File: config.mk
export PLATFORM = sky130hd
export DESIGN_NAME = bsr_row_walker_flat
export DESIGN_NICKNAME = d
export VERILOG_FILES = /design/src/rtl/bsr_meta_pkg.sv /design/src/rtl/bsr_row_walker_if.sv /design/src/rtl/bsr_row_walker.sv /design/src/flat_wrapper.sv
export SDC_FILE = /design/constraint.sdc
export NUM_CORES = 1
export LEC_CHECK = 0
export BUFFER_PORTS_ARGS = -buffer_cell sky130_fd_sc_hd__buf_2
export CAP_MARGIN = 40
export CORE_ASPECT_RATIO = 1.2
export CORE_MARGIN = 4
export CORE_UTILIZATION = 42
export DETAILED_ROUTE_END_ITERATION = 12
export GPL_ROUTABILITY_DRIVEN = 0
export SYNTH_ARGS = -nofsm -noshare
export SYNTH_HDL_FRONTEND = slang
export SYNTH_SLANG_ARGS = --single-unit
File: constraint.sdc
create_clock -name clk -period 5.7 [get_ports clk]
set_clock_uncertainty 0.1 [all_clocks]
set_input_delay 0.57 -clock clk [delete_from_list [all_inputs] [get_ports clk]]
set_output_delay 0.57 -clock clk [all_outputs]
set_load 0.1 [all_outputs]
File: src/rtl/bsr_meta_pkg.sv
// Shared types and default widths for the BSR metadata walker.
package bsr_meta_pkg;

  localparam int unsigned DEFAULT_ADDR_W = 8;
  localparam int unsigned DEFAULT_IDX_W  = 16;

  typedef enum logic [2:0] {
    StIdle,
    StRdP0,
    StRdPtr,
    StWaitPtr,
    StRdCol,
    StWaitCol,
    StEmit,
    StDone
  } walk_state_e;

  typedef enum logic [1:0] {
    ErrNone     = 2'd0,
    ErrPtrDec   = 2'd1,
    ErrColRange = 2'd2
  } err_code_e;

endpackage

File: src/rtl/bsr_row_walker_if.sv
// Metadata-cache read port and block output handshake of the row walker.
interface bsr_row_walker_if
  import bsr_meta_pkg::*;
#(
  parameter int unsigned ADDR_W = DEFAULT_ADDR_W,
  parameter int unsigned IDX_W  = DEFAULT_IDX_W
);
  logic [ADDR_W-1:0] meta_raddr;
  logic              meta_ren;
  logic [31:0]       meta_rdata;
  logic              meta_rvalid;

  logic [IDX_W-1:0]  blk_row;
  logic [IDX_W-1:0]  blk_col;
  logic [31:0]       blk_idx;
  logic              blk_last_in_row;
  logic              blk_last;
  logic              blk_valid;
  logic              blk_ready;

  modport master (
    output meta_raddr, meta_ren,
    input  meta_rdata, meta_rvalid,
    output blk_row, blk_col, blk_idx, blk_last_in_row, blk_last, blk_valid,
    input  blk_ready
  );

  modport slave (
    input  meta_raddr, meta_ren,
    output meta_rdata, meta_rvalid,
    input  blk_row, blk_col, blk_idx, blk_last_in_row, blk_last, blk_valid,
    output blk_ready
  );
endinterface

File: src/rtl/bsr_row_walker.sv
// Walks BSR row_ptr/col_idx metadata from a small cache and emits one
// handshaked record per nonzero block, with range and monotonicity checks.
module bsr_row_walker
  import bsr_meta_pkg::*;
#(
  parameter int unsigned ADDR_W = DEFAULT_ADDR_W,
  parameter int unsigned IDX_W  = DEFAULT_IDX_W
) (
  input  logic              clk,
  input  logic              rst_n,
  input  logic              start,
  input  logic [15:0]       cfg_num_block_rows,
  input  logic [15:0]       cfg_num_block_cols,
  input  logic [ADDR_W-1:0] cfg_rowptr_base,
  input  logic [ADDR_W-1:0] cfg_colidx_base,
  bsr_row_walker_if.master  bus,
  output logic              busy,
  output logic              done,
  output logic              err,
  output logic [1:0]        err_code
);

  walk_state_e       state_q, state_d;
  logic              p0_wait_q, p0_wait_d;
  logic [15:0]       rows_q, rows_d;
  logic [15:0]       cols_q, cols_d;
  logic [ADDR_W-1:0] rp_base_q, rp_base_d;
  logic [ADDR_W-1:0] ci_base_q, ci_base_d;
  logic [15:0]       r_q, r_d;
  logic [31:0]       k_q, k_d;
  logic [31:0]       ptr_lo_q, ptr_lo_d;
  logic [31:0]       ptr_hi_q, ptr_hi_d;
  logic [15:0]       col_q, col_d;
  logic              err_q, err_d;
  err_code_e         err_code_q, err_code_d;

  logic              ren;
  logic [ADDR_W-1:0] raddr;
  logic              emit;
  logic              next_row;
  logic [15:0]       col_sel;

  always_comb begin
    state_d    = state_q;
    p0_wait_d  = p0_wait_q;
    rows_d     = rows_q;
    cols_d     = cols_q;
    rp_base_d  = rp_base_q;
    ci_base_d  = ci_base_q;
    r_d        = r_q;
    k_d        = k_q;
    ptr_lo_d   = ptr_lo_q;
    ptr_hi_d   = ptr_hi_q;
    col_d      = col_q;
    err_d      = err_q;
    err_code_d = err_code_q;
    ren        = 1'b0;
    raddr      = '0;
    emit       = 1'b0;
    next_row   = 1'b0;
    col_sel    = '0;

    unique case (state_q)
      StIdle: begin
        if (start) begin
          err_d      = 1'b0;
          err_code_d = ErrNone;
          rows_d     = cfg_num_block_rows;
          cols_d     = cfg_num_block_cols;
          rp_base_d  = cfg_rowptr_base;
          ci_base_d  = cfg_colidx_base;
          r_d        = '0;
          p0_wait_d  = 1'b0;
          state_d    = (cfg_num_block_rows == 16'd0) ? StDone : StRdP0;
        end
      end
      StRdP0: begin
        // First cycle issues the read, following cycle collects row_ptr[0].
        if (!p0_wait_q) begin
          ren       = 1'b1;
          raddr     = rp_base_q;
          p0_wait_d = 1'b1;
        end else if (bus.meta_rvalid) begin
          ptr_lo_d  = bus.meta_rdata;
          p0_wait_d = 1'b0;
          state_d   = StRdPtr;
        end
      end
      StRdPtr: begin
        ren     = 1'b1;
        raddr   = rp_base_q + ADDR_W'(r_q) + ADDR_W'(1);
        state_d = StWaitPtr;
      end
      StWaitPtr: begin
        if (bus.meta_rvalid) begin
          ptr_hi_d = bus.meta_rdata;
          if (bus.meta_rdata < ptr_lo_q) begin
            err_d      = 1'b1;
            err_code_d = ErrPtrDec;
            state_d    = StDone;
          end else if (bus.meta_rdata == ptr_lo_q) begin
            next_row = 1'b1;
          end else begin
            k_d     = ptr_lo_q;
            state_d = StRdCol;
          end
        end
      end
      StRdCol: begin
        ren     = 1'b1;
        raddr   = ci_base_q + ADDR_W'(k_q >> 1);
        state_d = StWaitCol;
      end
      StWaitCol: begin
        if (bus.meta_rvalid) begin
          // Two 16-bit column indices are packed per cache word.
          col_sel = k_q[0] ? bus.meta_rdata[31:16] : bus.meta_rdata[15:0];
          if (col_sel >= cols_q) begin
            err_d      = 1'b1;
            err_code_d = ErrColRange;
            state_d    = StDone;
          end else begin
            col_d   = col_sel;
            state_d = StEmit;
          end
        end
      end
      StEmit: begin
        emit = 1'b1;
        if (bus.blk_ready) begin
          if ((k_q + 32'd1) < ptr_hi_q) begin
            k_d     = k_q + 32'd1;
            state_d = StRdCol;
          end else begin
            next_row = 1'b1;
          end
        end
      end
      StDone: begin
        state_d = StIdle;
      end
      default: begin
        state_d = StIdle;
      end
    endcase

    if (next_row) begin
      ptr_lo_d = ptr_hi_d;
      r_d      = r_q + 16'd1;
      state_d  = ((r_q + 16'd1) == rows_q) ? StDone : StRdPtr;
    end
  end

  always_ff @(posedge clk or negedge rst_n) begin
    if (!rst_n) begin
      state_q    <= StIdle;
      p0_wait_q  <= 1'b0;
      rows_q     <= '0;
      cols_q     <= '0;
      rp_base_q  <= '0;
      ci_base_q  <= '0;
      r_q        <= '0;
      k_q        <= '0;
      ptr_lo_q   <= '0;
      ptr_hi_q   <= '0;
      col_q      <= '0;
      err_q      <= 1'b0;
      err_code_q <= ErrNone;
    end else begin
      state_q    <= state_d;
      p0_wait_q  <= p0_wait_d;
      rows_q     <= rows_d;
      cols_q     <= cols_d;
      rp_base_q  <= rp_base_d;
      ci_base_q  <= ci_base_d;
      r_q        <= r_d;
      k_q        <= k_d;
      ptr_lo_q   <= ptr_lo_d;
      ptr_hi_q   <= ptr_hi_d;
      col_q      <= col_d;
      err_q      <= err_d;
      err_code_q <= err_code_d;
    end
  end

  // Block fields come straight from registers that only change on transfer.
  always_comb begin
    bus.meta_ren        = ren;
    bus.meta_raddr      = raddr;
    bus.blk_valid       = emit;
    bus.blk_row         = emit ? IDX_W'(r_q) : '0;
    bus.blk_col         = emit ? IDX_W'(col_q) : '0;
    bus.blk_idx         = emit ? k_q : '0;
    bus.blk_last_in_row = emit && (k_q == (ptr_hi_q - 32'd1));
    bus.blk_last        = emit && (k_q == (ptr_hi_q - 32'd1)) &&
                          (r_q == (rows_q - 16'd1));
    busy                = (state_q != StIdle);
    done                = (state_q == StDone);
    err                 = err_q;
    err_code            = err_code_q;
  end

endmodule

File: src/flat_wrapper.sv
// flat-port wrapper written by rule: the top's interface ports become plain ports
module bsr_row_walker_flat import bsr_meta_pkg::*;
#(
  parameter int unsigned ADDR_W = DEFAULT_ADDR_W,
  parameter int unsigned IDX_W  = DEFAULT_IDX_W
)
  (clk, rst_n, start, cfg_num_block_rows, cfg_num_block_cols, cfg_rowptr_base, cfg_colidx_base, busy, done, err, err_code, bus_meta_raddr, bus_meta_ren, bus_meta_rdata, bus_meta_rvalid, bus_blk_row, bus_blk_col, bus_blk_idx, bus_blk_last_in_row, bus_blk_last, bus_blk_valid, bus_blk_ready);
  bsr_row_walker_if #(.ADDR_W(ADDR_W), .IDX_W(IDX_W)) bus_i ();
  input  logic clk;
  input  logic rst_n;
  input  logic start;
  input  logic [15:0] cfg_num_block_rows;
  input  logic [15:0] cfg_num_block_cols;
  input  logic [ADDR_W-1:0] cfg_rowptr_base;
  input  logic [ADDR_W-1:0] cfg_colidx_base;
  output logic busy;
  output logic done;
  output logic err;
  output logic [1:0] err_code;
  output wire logic [$bits(bus_i.meta_raddr)-1:0] bus_meta_raddr;
  output wire logic [$bits(bus_i.meta_ren)-1:0] bus_meta_ren;
  input wire logic [$bits(bus_i.meta_rdata)-1:0] bus_meta_rdata;
  input wire logic [$bits(bus_i.meta_rvalid)-1:0] bus_meta_rvalid;
  output wire logic [$bits(bus_i.blk_row)-1:0] bus_blk_row;
  output wire logic [$bits(bus_i.blk_col)-1:0] bus_blk_col;
  output wire logic [$bits(bus_i.blk_idx)-1:0] bus_blk_idx;
  output wire logic [$bits(bus_i.blk_last_in_row)-1:0] bus_blk_last_in_row;
  output wire logic [$bits(bus_i.blk_last)-1:0] bus_blk_last;
  output wire logic [$bits(bus_i.blk_valid)-1:0] bus_blk_valid;
  input wire logic [$bits(bus_i.blk_ready)-1:0] bus_blk_ready;
  assign bus_meta_raddr = bus_i.meta_raddr;
  assign bus_meta_ren = bus_i.meta_ren;
  assign bus_i.meta_rdata = bus_meta_rdata;
  assign bus_i.meta_rvalid = bus_meta_rvalid;
  assign bus_blk_row = bus_i.blk_row;
  assign bus_blk_col = bus_i.blk_col;
  assign bus_blk_idx = bus_i.blk_idx;
  assign bus_blk_last_in_row = bus_i.blk_last_in_row;
  assign bus_blk_last = bus_i.blk_last;
  assign bus_blk_valid = bus_i.blk_valid;
  assign bus_i.blk_ready = bus_blk_ready;
  bsr_row_walker #(.ADDR_W(ADDR_W), .IDX_W(IDX_W)) u_core (.clk(clk), .rst_n(rst_n), .start(start), .cfg_num_block_rows(cfg_num_block_rows), .cfg_num_block_cols(cfg_num_block_cols), .cfg_rowptr_base(cfg_rowptr_base), .cfg_colidx_base(cfg_colidx_base), .bus(bus_i), .busy(busy), .done(done), .err(err), .err_code(err_code));
endmodule
==> impl_results.md <==
* Outcome: finished clean
* Crit path arrival time at about 5.4 ns
* Overall power at 8.56 mW
* Area after DPL at between 0.01 and 0.015 mm²
* Crit path largest cell delay at 0.66 ns
* Antenna violations before repair at 4
* Crit path top cell by count: nand2_1
* Clock latency on the worst-skew pair at 0.45 ns
* Max-cap viol count at 0
* Final Util at between 40% and 50%
* #FFs+latches synth at roughly 180
* Final setup viols at 0
* Syn Inst Count at roughly 1600
* Synth top area share at between 30% and 40%
* Die Wd at ~170 µm
* RSZ-0062 raised after global routing: no
* # Post-CTS Setup Buffers at 0
* EDFF count, synth at 0
* Finished Cell Area at around 0.015 mm²
* Number of DRC markers in iteration 0 at approximately 860
* Max H-tree Level at 4
* Layout cells sized above 1 at roughly 17%
* Standby leakage power at about 7.3 nW
* Final worst path period share at around 91%
* Number of buffers added on ports at ~170
* Post-synthesis sequential area ratio at 33.4%
* Rel. slew slack at between 30% and 40%
* Routed WL at around 42 mm
* Initial Utilization at 42.5%
* Met2 usage at 40.9%
* Synth top area cells: dfrtp_1 33%, ha_1 8.9%, nand2_1 6.2%, xnor2_1 4.9%, mux2_2 4.5%
* Core area at between 0.03 and 0.04 mm²
* Gr busiest metal: met2
* Leading area contributor after synthesis: dfrtp_1
* Synth Flop Type: dfrtp_1
* Via count at between 10000 and 15000
* CP max FO at 26
* Post-cts resize count at 0
* WS Path Type: reg -> reg
* Synth Area per Inst at 8.51 µm²
* Via density at 5.66
* Critical-path cell list: and3_1 > and3_1 > nand4_1 > or4_1 > nor2_1 > nand2_1 > xnor2_1 > ha_1 > nand4_1 > nor4_1 > nand2_1 > a31oi_1 > o21ai_1 > nand2_1 > buf_4 > nor2_2 > buf_4 > a221o_1
* First-pass iteration count of the detailed router at 6
* M3 GR Usage at under 10%
* Largest net degree at the start of global routing at 78
* TritonCTS clock tree: yes
* Clock sinks at roughly 180
* Number of synthesis warnings at 0
* # DRC at 0
* Slowest library cell on the worst path: or4_1
* Area Growth Syn to Fin at 12.6%
* Synth cell types at 73
* Fmax achieved at 0.192 GHz
* Wire per inst at between 15 and 20 µm
* Commonest cells in the synthesized netlist: 225 x nand2_1, 183 x dfrtp_1, 106 x inv_1
* Min cycle time layout at approximately 5.2 ns
* Met1 Track Usage GR at 29.3%
* GRT overflow at 0
* Fraction of registers with async set/reset at 100%
* Worst Tran Pin Value at 0.906 ns
* Hold Vio Cnt, Final at 0
* Post-Syn Area at 0.0137 mm²
* CTS Buf Count at 17
* Maximum vdd drop at 347 µV
* Site Rows at a little over 70
* Worst EP required at roughly 5.9 ns
* Hold Buf Count CTS at 0
* Syn nets at 1796
* Top-count cell post-synth: nand2_1
* Nets at 1900
* Crit end category: flip-flop
* Number of global-route vias before repair at between 10000 and 15000
* Clock transition at the registers of the reported paths at about 0.080 ns
* Die height at ~200 µm
* Die Footprint at between 0.03 and 0.04 mm²
* First-pass GRT wire length at roughly 66 mm
* CP Launch Type: flip-flop
* Root buf cell: clkbuf_16
* Clock Path Buffers at 2
* Post-DP HPWL at 32.7 mm
* Total track usage at 23.6%
* Final ANT Viol Nets at 0
* Type of the worst min-delay path: in -> async
* Final TNS setup at 0 ns
* Pins Over Slew Limit at 0
* WHS at 0.0424 ns
* P per Cell Area at approximately 550 mW/mm²
* Ports at 166
through the flow:
step	std cells	worst slack, ns
floorplan	1611	0.787
global placement	2101	0.721
detailed placement	2103	0.597
CTS	2135	0.560
global route	2136	0.0894
finish	2136	0.487
layout make-up:
cell class	count	area, µm²
repair buffers	181	977
fillers	3197	16800
clock buffers	18	439
inverters	106	398
well taps	407	509
flip-flops and latches	183	4580
multi-input cells	1226	8360
clock inverters	14	168
diodes	1	2.50
sequential cells by signal, summed over array words and instances (netlist names):
register / count
u_core.k_q: 32
u_core.ptr_hi_q: 32
u_core.ptr_lo_q: 32
u_core.col_q: 16
u_core.cols_q: 16
u_core.r_q: 16
u_core.rows_q: 16
u_core.ci_base_q: 8
u_core.rp_base_q: 8
u_core.state_q: 3
u_core.err_code: 2
u_core.err: 1
u_core.p0_wait_q: 1
layout by cell type (no fill, tap or decap), types with 25 or more instances in the layout:
cell / count
a221o_1: 41
a21oi_1: 66
xnor2_1: 76
and3_1: 25
and2_1: 87
buf_2: 165
nand3_1: 46
ha_1: 98
inv_1: 105
nor2_1: 84
dfrtp_1: 183
nand2_1: 224
mux2_2: 55
o21ai_0: 84
nor3_1: 43
xor2_1: 37
nand4_1: 34
logic make-up after synthesis:
| logic type | after synthesis | synth area share (%) |
|---|---|---|
| multiplexers | 76 | 6.16 |
| AND/OR/NAND/NOR | 633 | 23.2 |
| XOR/XNOR | 113 | 7.22 |
| buffers and inverters | 202 | 5.73 |
| flip-flops | 183 | 33.4 |
| AO/OA/AOI/OAI | 304 | 15.0 |
| adder cells (fa/ha/maj) | 100 | 9.24 |
worst max-delay path: cells and delay by family (launching register included):
family / cells / cell delay [ns]
adder cells (fa/ha/maj): 1 / 0.32
XOR/XNOR: 1 / 0.15
buffers and inverters: 2 / 0.50
AND/OR/NAND/NOR: 11 / 2.69
flip-flops: 1 / 0.55
AO/OA/AOI/OAI: 3 / 0.74
routing by layer:
metal	routed length [µm]	part of all wire, %
met5	40	0.095
met4	1550	3.7
met3	2070	4.9
met2	20800	49
met1	17900	42
worst paths after layout:
check                                   start                   to  slack, ns  cells after the start
hold / removal                          rst_n       u_core.k_q[22]       0.04                      1
min in group clk           cfg_rowptr_base[2]  u_core.rp_base_q[2]       0.21                      3
max in group asynchronous               rst_n  u_core.ptr_lo_q[16]       4.12                      2
hold reg to reg               u_core.col_q[9]      u_core.col_q[9]       0.38                      1
setup reg to reg                u_core.k_q[9]  u_core.ptr_lo_q[16]       0.49                     18
setup / recovery                u_core.k_q[9]  u_core.ptr_lo_q[16]       0.49                     18
power breakdown:
| part | leakage (nW) | switching, mW | internal [mW] |
|---|---|---|---|
| clock network | 0.295 | 0.570 | 0.670 |
| logic | 4.76 | 2.97 | 1.74 |
| registers | 2.30 | 0.760 | 1.85 |
No activity file was read; power rests on OpenSTA's default activity.
